<file path="config.mk">
export PLATFORM = sky130hd
export DESIGN_NAME = key_sched_rcon_gen
export DESIGN_NICKNAME = d
export VERILOG_FILES = /design/src/rtl/key_sched_rcon_gen.sv
export SDC_FILE = /design/constraint.sdc
export NUM_CORES = 1
export LEC_CHECK = 0
export BUFFER_PORTS_ARGS = -buffer_cell sky130_fd_sc_hd__buf_2
export CORE_AREA = 2 2 68 70
export DETAILED_ROUTE_END_ITERATION = 16
export DIE_AREA = 0 0 70 72
export GPL_TIMING_DRIVEN = 0
export PLACE_DENSITY = 0.66
export SETUP_SLACK_MARGIN = 0.02
export SLEW_MARGIN = 5
export SYNTH_ARGS = -nofsm -noshare
export SYNTH_HDL_FRONTEND = slang
export SYNTH_SLANG_ARGS = --single-unit
</file>
<file path="constraint.sdc">
create_clock -name clk -period 2.66 [get_ports clk]
set_input_delay 0.266 -clock clk [delete_from_list [all_inputs] [get_ports clk]]
set_output_delay 0.266 -clock clk [all_outputs]
set_load 0.01 [all_outputs]
</file>
<file path="src/rtl/key_sched_rcon_gen.sv">
// key_sched_rcon_gen: AES-128/192/256 key-expansion word sequencer.
// Walks word index i from Nk up to 4*(Nr+1)-1, one word per adv, and
// tells the datapath which words need RotWord/SubWord and which Rcon to use.
module key_sched_rcon_gen #(
  parameter int         RC_W    = 32,
  parameter logic [7:0] POLY    = 8'h1B,
  parameter logic [7:0] RC_INIT = 8'h01,
  parameter int         IDX_W   = 6
) (
  input  logic             clk,
  input  logic             reset_n,
  input  logic             start,
  input  logic [1:0]       mode,
  input  logic             adv,
  output logic [RC_W-1:0]  rc,
  output logic             rot_sub,
  output logic             sub_only,
  output logic [IDX_W-1:0] word_idx,
  output logic             busy,
  output logic             done,
  output logic             mode_err
);

  typedef enum logic [1:0] {
    S_IDLE = 2'd0,
    S_RUN  = 2'd1,
    S_DONE = 2'd2
  } state_e;

  localparam logic [1:0] M_128 = 2'd0;
  localparam logic [1:0] M_192 = 2'd1;
  localparam logic [1:0] M_256 = 2'd2;
  localparam logic [1:0] M_BAD = 2'd3;

  state_e           state_q, state_d;
  logic [1:0]       mode_q, mode_d;
  logic [2:0]       kmod_q, kmod_d;      // i mod Nk, Nk<=8
  logic [7:0]       rcon_q, rcon_d;
  logic [IDX_W-1:0] word_idx_q, word_idx_d;
  logic [RC_W-1:0]  rc_q, rc_d;
  logic             rot_sub_q, rot_sub_d;
  logic             sub_only_q, sub_only_d;
  logic             busy_q, busy_d;
  logic             done_q, done_d;
  logic             mode_err_q, mode_err_d;
  logic [7:0]       rcon_nxt;

  // GF(2^8) multiply-by-x with reduction
  function automatic logic [7:0] xtime(input logic [7:0] b);
    xtime = {b[6:0], 1'b0} ^ (b[7] ? POLY : 8'h00);
  endfunction

  // Rcon byte placed in the top byte, remainder zero
  function automatic logic [RC_W-1:0] rc_word(input logic [7:0] b);
    logic [RC_W-1:0] r;
    r = '0;
    r[RC_W-1 -: 8] = b;
    rc_word = r;
  endfunction

  // Nk-1 per mode: the kmod value on which the next word wraps to 0
  function automatic logic [2:0] nk_m1(input logic [1:0] m);
    case (m)
      M_192:   nk_m1 = 3'd5;
      M_256:   nk_m1 = 3'd7;
      default: nk_m1 = 3'd3;
    endcase
  endfunction

  // First word index produced (i = Nk)
  function automatic logic [IDX_W-1:0] first_idx(input logic [1:0] m);
    case (m)
      M_192:   first_idx = IDX_W'(6);
      M_256:   first_idx = IDX_W'(8);
      default: first_idx = IDX_W'(4);
    endcase
  endfunction

  // Last word index 4*(Nr+1)-1
  function automatic logic [IDX_W-1:0] last_idx(input logic [1:0] m);
    case (m)
      M_192:   last_idx = IDX_W'(51);
      M_256:   last_idx = IDX_W'(59);
      default: last_idx = IDX_W'(43);
    endcase
  endfunction

  assign rcon_nxt = xtime(rcon_q);

  // Next-state and registered-output computation; everything holds by default
  always_comb begin
    state_d    = state_q;
    mode_d     = mode_q;
    kmod_d     = kmod_q;
    rcon_d     = rcon_q;
    word_idx_d = word_idx_q;
    rc_d       = rc_q;
    rot_sub_d  = rot_sub_q;
    sub_only_d = sub_only_q;
    busy_d     = busy_q;
    done_d     = 1'b0;
    mode_err_d = 1'b0;

    case (state_q)
      S_IDLE: begin
        // adv is meaningless here; start alone decides
        if (start) begin
          if (mode == M_BAD) begin
            mode_err_d = 1'b1;
          end else begin
            state_d    = S_RUN;
            mode_d     = mode;
            word_idx_d = first_idx(mode);
            kmod_d     = 3'd0;
            rcon_d     = RC_INIT;
            busy_d     = 1'b1;
            rot_sub_d  = 1'b1;
            sub_only_d = 1'b0;
            rc_d       = rc_word(RC_INIT);
          end
        end
      end

      S_RUN: begin
        // start is ignored mid-schedule; without adv every output holds
        if (adv) begin
          if (word_idx_q == last_idx(mode_q)) begin
            state_d    = S_DONE;
            busy_d     = 1'b0;
            done_d     = 1'b1;
            rc_d       = '0;
            rot_sub_d  = 1'b0;
            sub_only_d = 1'b0;
            word_idx_d = '0;
            kmod_d     = 3'd0;
          end else begin
            word_idx_d = word_idx_q + IDX_W'(1);
            if (kmod_q == nk_m1(mode_q)) begin
              // start of a new Nk group: advance Rcon and present it
              kmod_d     = 3'd0;
              rcon_d     = rcon_nxt;
              rot_sub_d  = 1'b1;
              sub_only_d = 1'b0;
              rc_d       = rc_word(rcon_nxt);
            end else begin
              kmod_d     = kmod_q + 3'd1;
              rot_sub_d  = 1'b0;
              rc_d       = '0;
              // AES-256 mid-group word (kmod becomes 4) needs SubWord only
              sub_only_d = (mode_q == M_256) && (kmod_q == 3'd3);
            end
          end
        end
      end

      S_DONE: begin
        // one-cycle done pulse, then back to idle regardless of inputs
        state_d = S_IDLE;
      end

      default: begin
        state_d = S_IDLE;
      end
    endcase
  end

  // State and output registers with asynchronous clear
  always_ff @(posedge clk or negedge reset_n) begin
    if (!reset_n) begin
      state_q    <= S_IDLE;
      mode_q     <= M_128;
      kmod_q     <= 3'd0;
      rcon_q     <= RC_INIT;
      word_idx_q <= '0;
      rc_q       <= '0;
      rot_sub_q  <= 1'b0;
      sub_only_q <= 1'b0;
      busy_q     <= 1'b0;
      done_q     <= 1'b0;
      mode_err_q <= 1'b0;
    end else begin
      state_q    <= state_d;
      mode_q     <= mode_d;
      kmod_q     <= kmod_d;
      rcon_q     <= rcon_d;
      word_idx_q <= word_idx_d;
      rc_q       <= rc_d;
      rot_sub_q  <= rot_sub_d;
      sub_only_q <= sub_only_d;
      busy_q     <= busy_d;
      done_q     <= done_d;
      mode_err_q <= mode_err_d;
    end
  end

  assign rc       = rc_q;
  assign rot_sub  = rot_sub_q;
  assign sub_only = sub_only_q;
  assign word_idx = word_idx_q;
  assign busy     = busy_q;
  assign done     = done_q;
  assign mode_err = mode_err_q;

endmodule

</file>
# After elaboration in Yosys (flattened, before gate mapping)
# Cells that the tools add are included.
[totals]
reg_bits = 58
input_bits = 6
output_inout_bits = 43
wordCells = 96
[classes]
muxes = 58
n_eq_ne = 15
n_bitwise = 2
addsub = 2
n_reduce_logical = 8
[op_table]
columns = ["cell", "count"]
rows = [
  ["$mux 32", 5],
  ["$pmux 32 s2", 1],
  ["$mux 8", 5],
  ["$mux 6", 6],
  ["$mux 3", 8],
  ["$mux 1", 18],
  ["$pmux 8 s2", 1],
  ["$ne 2x2->1 const B", 6],
  ["$pmux 3 s2", 2],
  ["$pmux 6 s2", 1],
  ["$pmux 5 s2", 1],
  ["$mux 2", 4],
  ["$pmux 4 s2", 1],
  ["$reduce_and 4->1", 2],
  ["$xor 8x5->8", 1],
  ["$add 6x1->6 const B", 1],
  ["$eq 2x1->1 const B", 3],
  ["$eq 2x2->1 const B", 3],
  ["$eq 6x6->1", 1],
  ["$pmux 1 s2", 3],
  ["$reduce_and 6->1", 1],
  ["$mux 5", 1],
  ["$reduce_and 5->1", 1],
  ["$pmux 2 s2", 1],
  ["8 further kinds", 8],
]

# Longest topological paths before layout
[depth]
word_depth = 13
depth_mapped = 7
depth_no_buf = 6

# Least setup slack after synthesis
# Ideal clock, no wire load.
[synth_path]
path_type = "reg2reg"
from = "reg word_idx_q[0] (netlist: word_idx[0])"
to = "reg rcon_q[1]"
required_time_ns = 2.538
path_stages_with_launch = 7
n_path_buf = 1
setup_slack_ns = 0.613
setup_time_ns = 0.122
period_less_slack_ns = 2.047
t_arrival_ns = 1.925
cell_sequence = "dfrtp_1 -> ha_1 -> and3b_4 -> and3_4 -> or4_4 -> buf_6 -> a32o_1"
[synth_via]
elab_chain_cells = 3
[synth_lines]
columns = ["element", "line", "rtl"]
rows = [
  ["start, declared", "39", "logic [IDX_W-1:0] word_idx_q, word_idx_d;"],
  ["start signal, assigned", "186", "word_idx_q <= word_idx_d;"],
  ["$eq 6x6->1", "127", "if (word_idx_q == last_idx(mode_q)) begin"],
  ["$ne 2x2->1 (no source line)", "--", ""],
  ["$reduce_and 6->1 (no source line)", "--", ""],
  ["end signal, assigned", "185", "rcon_q <= rcon_d;"],
  ["end, declared", "38", "logic [7:0] rcon_q, rcon_d;"],
]
# Every way passes these cells.
# A chain may end at the register's enable or synchronous reset.

# Final worst setup path
[layout_path]
from = "reg mode_q[0]"
to = "reg rcon_q[2]"
[layout_via]
elab_chain_cells = 8
word_cells_on_any_way = 14
classes_between = "eq/ne: 6; mux: 7; reduce/logical: 1"
[layout_lines]
columns = ["element", "line", "rtl"]
rows = [
  ["start, declared", "36", "logic [1:0] mode_q, mode_d;"],
  ["start signal, assigned", "183", "mode_q <= mode_d;"],
  ["$eq 2x2->1 or $eq 2x1->1 (tied branches)", "63, 81", ""],
  ["$pmux 3 s2", "63", "case (m)"],
  ["$mux 3", "127", ""],
  ["$mux 3", "126", "if (adv) begin"],
  ["$mux 3", "104", "case (state_q)"],
  ["$eq 3x3->1", "138", "if (kmod_q == nk_m1(mode_q)) begin"],
  ["$ne 2x2->1 (no source line)", "--", ""],
  ["$reduce_and 6->1 (no source line) (*)", "--", ""],
]
# Every way passes the cells marked *; elsewhere a longest branch is shown, timed or not. The select of a mux whose other input is x is not followed.

==> results.toml <==
[clock_tree]
cts.sinks = 34
root_buffer = "clkbuf_8"
cts_resized = 0
cts_tree = "built"
clkLatencyLatePin_ns = 0.29
clk_pin_slew_worst_paths_ns = 0.07
cts_setup_buffers = 0
cts_hold_buf = 0
cts_buffers = 5
htree_levels = 2
clockBufferDepth = 2

[place]
dp_slack_ns = 0.495
place_hpwl_mm = 2.51
dp_cells = 258
port_buffers = 24
place.gp.congestion = 0.740

[critical_path]
worstRegToRegCells = 7
worstPathArrival_ns = 2.34
cpMaxStageDelayCell = "or4_4"
path_cells = "inv_1, ha_1, xor2_1, and3_4, or4_4, buf_6, a32o_1"
critical-path-max-stage-delay_ns = 0.50
criticalPathCategory = "reg2reg"
critical_path.max_fanout = 7
crit_required_ns = 2.84
endpoint_kind = "flop"
startpoint_type = "flop"

[worst_hold_path]
hp-class = "in2async"

[drt]
wl_met1_mm = 1.56
routed.top_layer = "met4"
vias_per_cell = 4.82
dr_total_vias = 1281
wl_met2_mm = 1.64
wire_per_inst_microns = 12.7
postRouteAntennaNets = 0
drt-pass1-iter-count = 4
met3_length_microns = 172
drt_wl_total_mm = 3.39
initialDrtViolationCount = 50
drc = 0

[finish]
seqCellArea_sq_um = 852
fin_nets = 224
num_antenna_cells = 0
area_growth_pct = 20.5
drive_above_1_share_pct = 32.7
finalNonFillerCells = 266
multi_input_area_sq_um = 792
fillers = 417

[sta]
fmax_ghz = 0.462
rsz0062_at_grt = "no"
finalCritPeriodShare_pct = 81.4
fin_ws_ns = 0.496
worstMarginPinSlew_ns = 0.747
slew_headroom_pct = 50.2
drv_slew = 0
final.min_clock_period_ns = 2.16
finalHoldViolations = 0
timing.final.setup_violations = 0
tns_ns = 0
clock_skew_ns = 0.00945
holdWs_ns = 0.0451

[floorplan]
dieArea_sq_mm = 0.00504
core_sq_mm = 0.00426
start_util_pct = 42.0
pin_count = 49
rows = 24
die-height_microns = 72
die_w_microns = 70

[logic_synthesis]
avgSynthCellArea_sq_um = 11.3
synthMuxAreaShare_pct = 1.82
yosysSeqAreaShare_pct = 47.6
synth_top_cell_area_share_pct = 46.2
yosysUniqueCellTypes = 45
synth_top_family_by_area = "compound AO/OA/AOI/OAI gates"
synth_area_leaders = "dfrtp_1 46%, buf_4 10%, a32o_1 5.0%"
yosys_warnings = 0
synthCells = 159
synthArstFlopShare_pct = 100
synth_compound_area_share_pct = 18.3
yosys.area.top_type = "dfrtp_1"
netlist_area_sq_mm = 0.00179
synth-xor-area-share_pct = 3.92
synth_edf_count = 0
synthAdderAreaFrac_pct = 3.50
yosys.area_share.simple_pct = 11.7
synth-seq-cells = 34
ys.flop_type = "dfrtp_1"

[power]
power.density_mw_per_mm2 = 907
p_leak_nw = 1.15
peakVddDrop_uv = 495
p_total_mw = 1.96

[grt]
grt_first_pass_wirelength_mm = 5.79
grt_overflow = 0
grt_max_degree = 35
grt_usage_pct = 14.7
grt_pass1_vias = 1239
grt_antenna_before_repair = 0

[outcome]
outcome = "complete, no violations"

[run]
maxCapViolCount = 0
[stage by stage]
step                      area, sq um  utilization, %
after global routing             2160            50.6
after detailed placement         2060            48.3
after global placement           2060            48.3
after CTS                        2160            50.6
after floorplan                  1880               -
final                            2160            50.6
[layout make-up]
class                      count  area share (%)
buffer                        30            9.87
clock buffer                   6            3.83
clock inverter                 2           0.580
inverter                       5           0.871
multi-input combinational    113            36.7
sequential                    34            39.5
tap                           52            3.02
timing repair buffer          24            5.57
[flip-flops by register name, summed over array words and instances, names as in the netlist]
signal    count
rc            8
rcon_q        8
word_idx      6
kmod_q        3
mode_q        2
state_q       2
busy          1
done          1
mode_err      1
rot_sub       1
sub_only      1
[path summary, 6_finish.rpt]
path | startpoint | end | slack (ns)
setup / recovery | mode_q[0] | rcon_q[2] | 0.50
hold / removal | reset_n | done | 0.05
setup reg to reg | mode_q[0] | rcon_q[2] | 0.50
hold reg to reg | busy | busy | 0.48
max in group asynchronous | reset_n | rot_sub | 2.14
min in group clk | adv | done | 0.29
[layout by cell type (no fill, tap or decap), types with 3 or more instances in the layout]
cell type  Yosys  routed
buf_2          1      25
clkbuf_8       0       6
conb_1         1      24
a21o_1         3       3
a32o_1         9       9
inv_1          5       5
xor2_1         8       8
nand2_1        5       5
a22o_1        10      10
buf_4         24      24
nand3_1        5       5
ha_1           5       5
dfrtp_1       33      33
nor2_1         7       7
[logic make-up (layout without fill, tap and decap cells)]
group	Yosys count	count (layout)
xor gates and xnor gates	8	8
DFF	34	34
buffers and inverters	35	67
muxes	3	3
AOI/OAI and AO/OA	38	38
adders and majority gates	5	5
and+or+nand+nor	35	35
other	1	24
[cells in the mapped netlist (3+ instances only)]
cell type  number
a21o_1          3
a22o_1         10
a32o_1          9
buf_4          24
dfrtp_1        33
ha_1            5
inv_1           5
nand2_1         5
nand3_1         5
nor2_1          7
xor2_1          8
[where the power goes]
| group | switching, mW | internal [mW] |
|---|---|---|
| clock network | 0.185 | 0.208 |
| logic | 0.414 | 0.355 |
| registers | 0.126 | 0.668 |
| total | 0.725 | 1.23 |
[worst max-delay path: cells and delay by family (launching register included)]
family | cells | cell delay (ns)
compound gates | 1 | 0.25
xor+xnor | 1 | 0.19
fa+ha+maj | 1 | 0.33
buf+inv | 2 | 0.21
flops | 1 | 0.39
simple gates | 2 | 0.69
[per-layer routing]
metal  GRT usage [%]  up-vias
li1                -      644
met1            18.6      604
met2            23.9       31
met3            5.42        2
met4            4.49        0
met5               0        -
Power figures use the tool's default switching activity.
